$ cat src/rtl/lfsr_capture_packer.sv
// Capture stage for the online-adder test harness: gates the stimulus LFSR, tags each
// adder result with a sequence index, buffers it and streams it into the write master.
module lfsr_capture_packer #(
  parameter int SAMPLE_WIDTH   = 27,
  parameter int DATAWIDTH      = 32,
  parameter int ADDRESSWIDTH   = 32,
  parameter int COUNT_WIDTH    = 14,
  parameter int FIFODEPTH      = 16,
  parameter int FIFODEPTH_LOG2 = 4
) (
  input  logic                    clk,
  input  logic                    reset_n,
  input  logic                    start,
  input  logic [ADDRESSWIDTH-1:0] base_address,
  input  logic [COUNT_WIDTH-1:0]  sample_count,
  input  logic [SAMPLE_WIDTH-1:0] sample_data,
  output logic                    source_enable,
  output logic                    control_fixed_location,
  output logic [ADDRESSWIDTH-1:0] control_write_base,
  output logic [ADDRESSWIDTH-1:0] control_write_length,
  output logic                    control_go,
  input  logic                    control_done,
  output logic                    user_write_buffer,
  output logic [DATAWIDTH-1:0]    user_buffer_data,
  input  logic                    user_buffer_full,
  output logic                    busy,
  output logic                    done
);

  localparam int TAG_W = DATAWIDTH - SAMPLE_WIDTH;
  localparam int IDX_W = (TAG_W > 0) ? TAG_W : 1;
  localparam logic [ADDRESSWIDTH-1:0]   BYTES_PER_WORD = ADDRESSWIDTH'(DATAWIDTH / 8);
  localparam logic [FIFODEPTH_LOG2:0]   FULL_LEVEL     = (FIFODEPTH_LOG2 + 1)'(FIFODEPTH);

  typedef enum logic [2:0] {IDLE, GO, CAPTURE, DRAIN, WAIT_DONE} state_t;

  state_t                  state_q, state_d;
  logic [COUNT_WIDTH-1:0]  count_q, count_d;
  logic [COUNT_WIDTH-1:0]  captured_q, captured_d;
  logic [IDX_W-1:0]        index_q, index_d;
  logic [ADDRESSWIDTH-1:0] base_q, base_d;
  logic [ADDRESSWIDTH-1:0] length_q, length_d;
  logic                    done_q, done_d;

  logic [DATAWIDTH-1:0]      mem [FIFODEPTH];
  logic [FIFODEPTH_LOG2-1:0] wr_ptr_q, rd_ptr_q;
  logic [FIFODEPTH_LOG2:0]   level_q, level_d;
  logic                      fifo_empty, fifo_full, push, pop;
  logic [DATAWIDTH-1:0]      push_word;

  generate
    if (TAG_W > 0) begin : g_tag
      assign push_word = {index_q, sample_data};
    end else begin : g_no_tag
      assign push_word = sample_data;
    end
  endgenerate

  assign fifo_empty = (level_q == '0);
  assign fifo_full  = (level_q == FULL_LEVEL);
  assign push       = (state_q == CAPTURE) && (captured_q < count_q) && !fifo_full;
  assign pop        = !fifo_empty && !user_buffer_full;

  assign source_enable          = push;
  assign user_write_buffer      = pop;
  // Head is masked while empty so the data bus reads zero after reset.
  assign user_buffer_data       = fifo_empty ? '0 : mem[rd_ptr_q];
  assign control_go             = (state_q == GO);
  assign busy                   = (state_q != IDLE);
  assign done                   = done_q;
  assign control_fixed_location = 1'b0;
  assign control_write_base     = base_q;
  assign control_write_length   = length_q;

  always_comb begin
    level_d = level_q;
    case ({push, pop})
      2'b10:   level_d = level_q + 1'b1;
      2'b01:   level_d = level_q - 1'b1;
      default: level_d = level_q;
    endcase
  end

  always_comb begin
    state_d    = state_q;
    count_d    = count_q;
    captured_d = captured_q;
    index_d    = index_q;
    base_d     = base_q;
    length_d   = length_q;
    done_d     = 1'b0;
    if (push) begin
      captured_d = captured_q + 1'b1;
      index_d    = index_q + 1'b1;
    end
    case (state_q)
      IDLE: begin
        if (start) begin
          if (sample_count != '0) begin
            base_d     = base_address;
            count_d    = sample_count;
            length_d   = ADDRESSWIDTH'(sample_count) * BYTES_PER_WORD;
            captured_d = '0;
            index_d    = '0;
            state_d    = GO;
          end else begin
            done_d = 1'b1;
          end
        end
      end
      GO:      state_d = CAPTURE;
      CAPTURE: if (captured_d == count_q) state_d = DRAIN;
      // Leave only once the final pop has landed, so the master holds every word.
      DRAIN:   if (level_d == '0) state_d = WAIT_DONE;
      WAIT_DONE: begin
        if (control_done) begin
          done_d  = 1'b1;
          state_d = IDLE;
        end
      end
      default: state_d = IDLE;
    endcase
  end

  always_ff @(posedge clk or negedge reset_n) begin
    if (!reset_n) begin
      state_q    <= IDLE;
      count_q    <= '0;
      captured_q <= '0;
      index_q    <= '0;
      base_q     <= '0;
      length_q   <= '0;
      done_q     <= 1'b0;
      wr_ptr_q   <= '0;
      rd_ptr_q   <= '0;
      level_q    <= '0;
    end else begin
      state_q    <= state_d;
      count_q    <= count_d;
      captured_q <= captured_d;
      index_q    <= index_d;
      base_q     <= base_d;
      length_q   <= length_d;
      done_q     <= done_d;
      level_q    <= level_d;
      if (push) wr_ptr_q <= wr_ptr_q + 1'b1;
      if (pop)  rd_ptr_q <= rd_ptr_q + 1'b1;
    end
  end

  always_ff @(posedge clk) begin
    if (push) mem[wr_ptr_q] <= push_word;
  end

endmodule

$ cat config.mk
export PLATFORM = sky130hd
export DESIGN_NAME = lfsr_capture_packer
export DESIGN_NICKNAME = d
export VERILOG_FILES = /design/src/rtl/lfsr_capture_packer.sv
export SDC_FILE = /design/constraint.sdc
export NUM_CORES = 1
export LEC_CHECK = 0
export CAP_MARGIN = 20
export CORE_MARGIN = 1.5
export CORE_UTILIZATION = 58
export DETAILED_ROUTE_END_ITERATION = 10
export GPL_TIMING_DRIVEN = 0
export PLACE_DENSITY_LB_ADDON = 0.08
export SLEW_MARGIN = 20
export SYNTH_ARGS = -nofsm -noshare
export SYNTH_HDL_FRONTEND = slang
export SYNTH_SLANG_ARGS = --single-unit
$ cat constraint.sdc
create_clock -name clk -period 7.71 [get_ports clk]
set_input_delay 2.313 -clock clk [delete_from_list [all_inputs] [get_ports clk]]
set_output_delay 2.313 -clock clk [all_outputs]
set_load 0.01 [all_outputs]
## After elaboration in Yosys (flattened, before gate mapping)

Memories as Yosys holds them, arrays and structs flattened.
Cells that the tools add are included.

| storage, ports and cells | value |
|---|---|
| memories kept | 1 |
| register bits | 82 |
| memory bits (writable) | 512 |
| word-level logic and storage cells | 65 |

| operators by class | value |
|---|---|
| reduce and logical (&&, ||, !) cells | 13 |
| magnitude comparators | 1 |
| add/sub/neg operators | 6 |
| mux-type cells | 22 |
| equal/unequal tests | 13 |

Memories:

| memory | words | bits a word | rd ports | clocked after Yosys merged registers in | wr ports | RTL line | text |
|---|---|---|---|---|---|---|---|
| mem | 16 | 32 | 1 | 0 | 1 | 45 | `logic [DATAWIDTH-1:0] mem [FIFODEPTH];` |

Operators by type and width:

| cell | number |
|---|---|
| 2-to-1 mux 14 bit | 4 |
| 2-to-1 mux 32 bit | 1 |
| 2-to-1 mux 5 bit | 4 |
| 2-to-1 mux 3 bit | 5 |
| one-hot mux 3 bit (5 select lines) | 1 |
| adder 14 x 1 -> 14 bit (second input constant) | 1 |
| equality test 14 bit | 1 |
| < comparator 14 bit | 1 |
| nonzero test 14 bit | 1 |
| adder 5 x 1 -> 5 bit (second input constant) | 2 |
| zero test 5 bit | 2 |
| one-hot mux 5 bit (2 select lines) | 1 |
| adder 4 x 1 -> 4 bit (second input constant) | 2 |
| inequality test 2 bit (second input constant) | 4 |
| equality test 3 x 2 -> 1 bit (second input constant) | 2 |
| equality test 5 bit (second input constant) | 1 |
| 2-to-1 mux 1 bit | 5 |
| AND reduction 5 bit | 1 |
| subtractor 5 x 1 -> 5 bit (second input constant) | 1 |
| equality test 3 x 1 -> 1 bit (second input constant) | 1 |
| equality test 3 bit (second input constant) | 1 |
| logical AND 1 bit | 3 |
| zero test 1 bit | 3 |
| zero test 3 bit | 1 |
| 6 further kinds | 6 |

## Depth between registers and ports, before layout

| depth | value |
|---|---|
| depth after elaboration | 8 |
| depth in mapped cells | 20 |

## Worst setup path after synthesis

Ideal clock, no wire load.

| path | value |
|---|---|
| path type | input to output |
| start point | in user_buffer_full |
| end point | out user_write_buffer |
| data required time | 5,397 ps |
| arrival time | 2,713 ps |
| setup slack | 2,684 ps |
| stages | 1 |
| cell sequence | nor2_1 |

| between the ends | value |
|---|---|
| cells in the longest elaborated chain, start to end | 2 |

RTL lines:

| element | RTL line | text |
|---|---|---|
| start: declaration | 25 | `input logic user_buffer_full,` |
| zero test 1 bit | 62 | `assign pop = !fifo_empty && !user_buffer_full;` |
| logical AND 1 bit | 62 |  |
| end: declaration | 23 | `output logic user_write_buffer,` |

Every way passes these cells.

## Final worst setup path

| path | value |
|---|---|
| start point | reg rd_ptr_q[0] |
| end point | out user_buffer_data[29] |

| between the ends | value |
|---|---|
| cells in the longest elaborated chain, start to end | 2 |

RTL lines:

| element | RTL line | text |
|---|---|---|
| start: declaration | 46 | `logic [FIFODEPTH_LOG2-1:0] wr_ptr_q, rd_ptr_q;` |
| start signal: assignment | 147 | `if (pop) rd_ptr_q <= rd_ptr_q + 1'b1;` |
| memory read (16 x 32 bit) | -- |  |
| 2-to-1 mux 32 bit | 67 | `assign user_buffer_data = fifo_empty ? '0 : mem[rd_ptr_q];` |
| end: declaration | 24 | `output logic [DATAWIDTH-1:0] user_buffer_data,` |

Every way passes these cells.

==> impl_metrics.tcl <==
set metrics [dict create \
    grt_overflow 0 \
    postCtsSetupBuffers 0 \
    startpoint_type "flop" \
    syn_avg_cell_area_sq_um 19.9 \
    row_count 74 \
    die_w_microns 206 \
    fmaxAchievable_ghz 0.151 \
    rr_startpoint "level_q[2]" \
    synth_top_cells_by_area "edfxtp_1, mux4_2, dfrtp_1" \
    vdd_drop_max_uv 276 \
    setup_viol 0 \
    drc 0 \
    leakage_nw 9.56 \
    hp-class "reg -> reg" \
    critPathMaxFanout 10 \
    cts_made_buffers 58 \
    place_congestion 0.890 \
    finalMaxSlewViolations 0 \
    max_cap_violations 0 \
    numPortBuffers 160 \
    syn_area_sq_mm 0.0240 \
    r2r_end "state_q[0]" \
    hold_buffers 0 \
    dieArea_sq_mm 0.0426 \
    first_pass_iters 5 \
    synthDominantCellAreaShare_pct 64.0 \
    crit_type "reg -> out" \
    worstPathRequired_ps 5400 \
    cp-end-kind "output port" \
    synthCells 1204 \
    drt-initial-drc-count 998 \
    fp.dieH_microns 206 \
    reg2reg_depth 16 \
    hold_viol_final 0 \
    finalInstanceArea_sq_mm 0.0285 \
    crit_end "user_buffer_data[29]" \
    hpwl_microns 30800 \
    grt_pass1_wl_microns 78100 \
    cts_buffer_depth 3 \
    worstPathArrival_ps 4300 \
    cts_tree "done" \
    worstHoldStart "control_write_base[25]" \
    powerDensity_mw_per_mm2 420 \
    vias_per_cell 6.07 \
    synth_seq_cells 594 \
    finalPower_mw 11.9 \
    insertion_delay_ps 610 \
    worstMarginPinSlew_ps 1090 \
    core-area_sq_mm 0.0408 \
    grt_max_degree 44 \
    path_clk_slew_ps 60 \
    grt_pass1_vias 12600 \
    outcome "finished clean" \
    ant_nets 0 \
    synth-async-reset-ratio_pct 13.8 \
    wl_per_cell_microns 26.0 \
    yosysTopAreaCell "edfxtp_1" \
    ys_seq_area_share_pct 72.6 \
    startpoint "rd_ptr_q[0]" \
    finalWorstSetupSlack_ps 1100 \
    nNetsFinal 1550 \
    ios 180 \
    tns_ps 0 \
    routed_wl_microns 52800 \
    synth_edf_count 512 \
    dp_slack_ps 1320 \
    finalClockSkew_ps 17.0 \
    cts.htree.levels 2 \
    rrSetupSlack_ps 3060 \
    place_area_sq_mm 0.0265 \
    fin_util_pct 69.7 \
    start_util_pct 58.8 \
    post_cts_resized 0 \
    antenna_found_initial 0 \
    ys_warn_count 0 \
    vias 12300 \
    track_usage_pct 25.7 \
    synth_cell_types 63 \
    clock-sinks 594 \
    root_buffer "clkbuf_16" \
    fin_crit_sh_pct 85.7 \
    slew_headroom_pct 27.4 \
    area_delta_synth_final_pct 18.5 \
    ys.flop_type "edfxtp_1" \
    diodes 0 \
    rsz0062_at_grt "no" \
    drive_gt1_share_pct 23.0 \
    period_minus_slack_ps 6610 \
]
[placed cells by master (no fill, tap or decap), types with 5 or more instances in the layout]
master	count
edfxtp_1	512
mux4_2	160
clkdlybuf4s50_1	159
dfrtp_1	82
clkbuf_1	60
clkbuf_16	59
nand2_1	42
nor2b_1	36
mux2_2	35
nor2_1	32
inv_1	24
ha_1	23
buf_4	21
xnor2_1	20
conb_1	19
o21ai_0	18
a21oi_1	15
buf_1	12
nand4_1	11
xor2_1	11
nor3_1	8
bufinv_16	8
clkinv_2	8
nand3_1	7
nor4_1	6
nor3b_1	5
a22oi_1	5
buf_12	5
[synthesized netlist by cell type (3+ instances only)]
cell type / n
nand2_1: 42
clkbuf_1: 38
a21oi_1: 15
and3_1: 5
dfrtp_1: 82
and4_1: 4
inv_1: 24
a21o_1: 3
buf_1: 17
ha_1: 23
nor3b_1: 5
a2111oi_2: 3
edfxtp_1: 512
xor2_1: 11
nand4_1: 11
nor4_1: 6
nor3_1: 8
nor2b_1: 36
a22oi_1: 5
a211oi_1: 3
mux4_2: 160
o21ai_0: 18
buf_4: 20
mux2_2: 35
nor2_1: 32
nand2b_1: 3
nand3_1: 7
o21a_1: 3
xnor2_1: 20
and2_1: 9
[worst min-delay path by stage]
stage,to,depth (start not counted)
after global placement,control_write_base[8],1
after global routing,control_write_base[1],1
after CTS,control_write_base[25],1
after detailed placement,control_write_base[25],1
after floorplan,done,1
final,control_write_base[25],1
[area by class of cell]
cell class,count,area [sq um]
plain buffers,77,380
clock buffers,85,1600
clock inverters,24,335
fillers,2613,12400
inverters,25,93.8
multi-input cells,526,6220
flip-flops and latches,594,17400
well taps,532,666
repair buffers,167,1730
[cell families after synthesis]
family / Yosys count / share of synthesized area (%)
AOI/OAI and AO/OA: 78 / 2.44
xor gates and xnor gates: 31 / 1.13
adders and majority gates: 23 / 1.20
buffers and inverters: 102 / 1.94
DFF: 594 / 72.6
muxes: 197 / 16.7
other: 1 / 0.0156
and+or+nand+nor: 178 / 3.94
[metal layers]
layer	GRT usage [%]	share of wire, %	vias up
met1	34.9	40	6469
met4	6.03	1.9	0
li1	-	-	5332
met3	5.28	6.7	74
met5	0	0	-
met2	43.2	51	440
[stage by stage]
| step | hold WS [ps] | cells |
|---|---|---|
| detailed placement | 495 | 1921 |
| CTS | 508 | 2030 |
| finish | 505 | 2030 |
| global placement | 489 | 1914 |
| global route | 520 | 2030 |
| floorplan | 508 | 1222 |
[worst max-delay path, stage by stage, from the launching register on]
cell	delay, ps
dfrtp_1	350
clkbuf_1	230
clkbuf_1	440
buf_1	860
mux4_2	620
mux4_2	460
nor2b_1	150
clkdlybuf4s50_1	590
[where the power goes]
| part | leakage (nW) | switching (mW) | internal (mW) |
|---|---|---|---|
| combinational | 2.98 | 2.27 | 2.19 |
| sequential | 5.64 | 0.322 | 4.27 |
| clock | 0.933 | 1.18 | 1.71 |
| total | 9.56 | 3.77 | 8.17 |
[registers in the layout, summed over array words and instances, names as in the netlist]
register / cells
mem: 512
control_write_base: 32
captured_q: 14
control_write_length: 14
index_q: 5
level_q: 5
rd_ptr_q: 4
wr_ptr_q: 4
state_q: 3
done: 1
No activity file was read; power rests on OpenSTA's default activity.
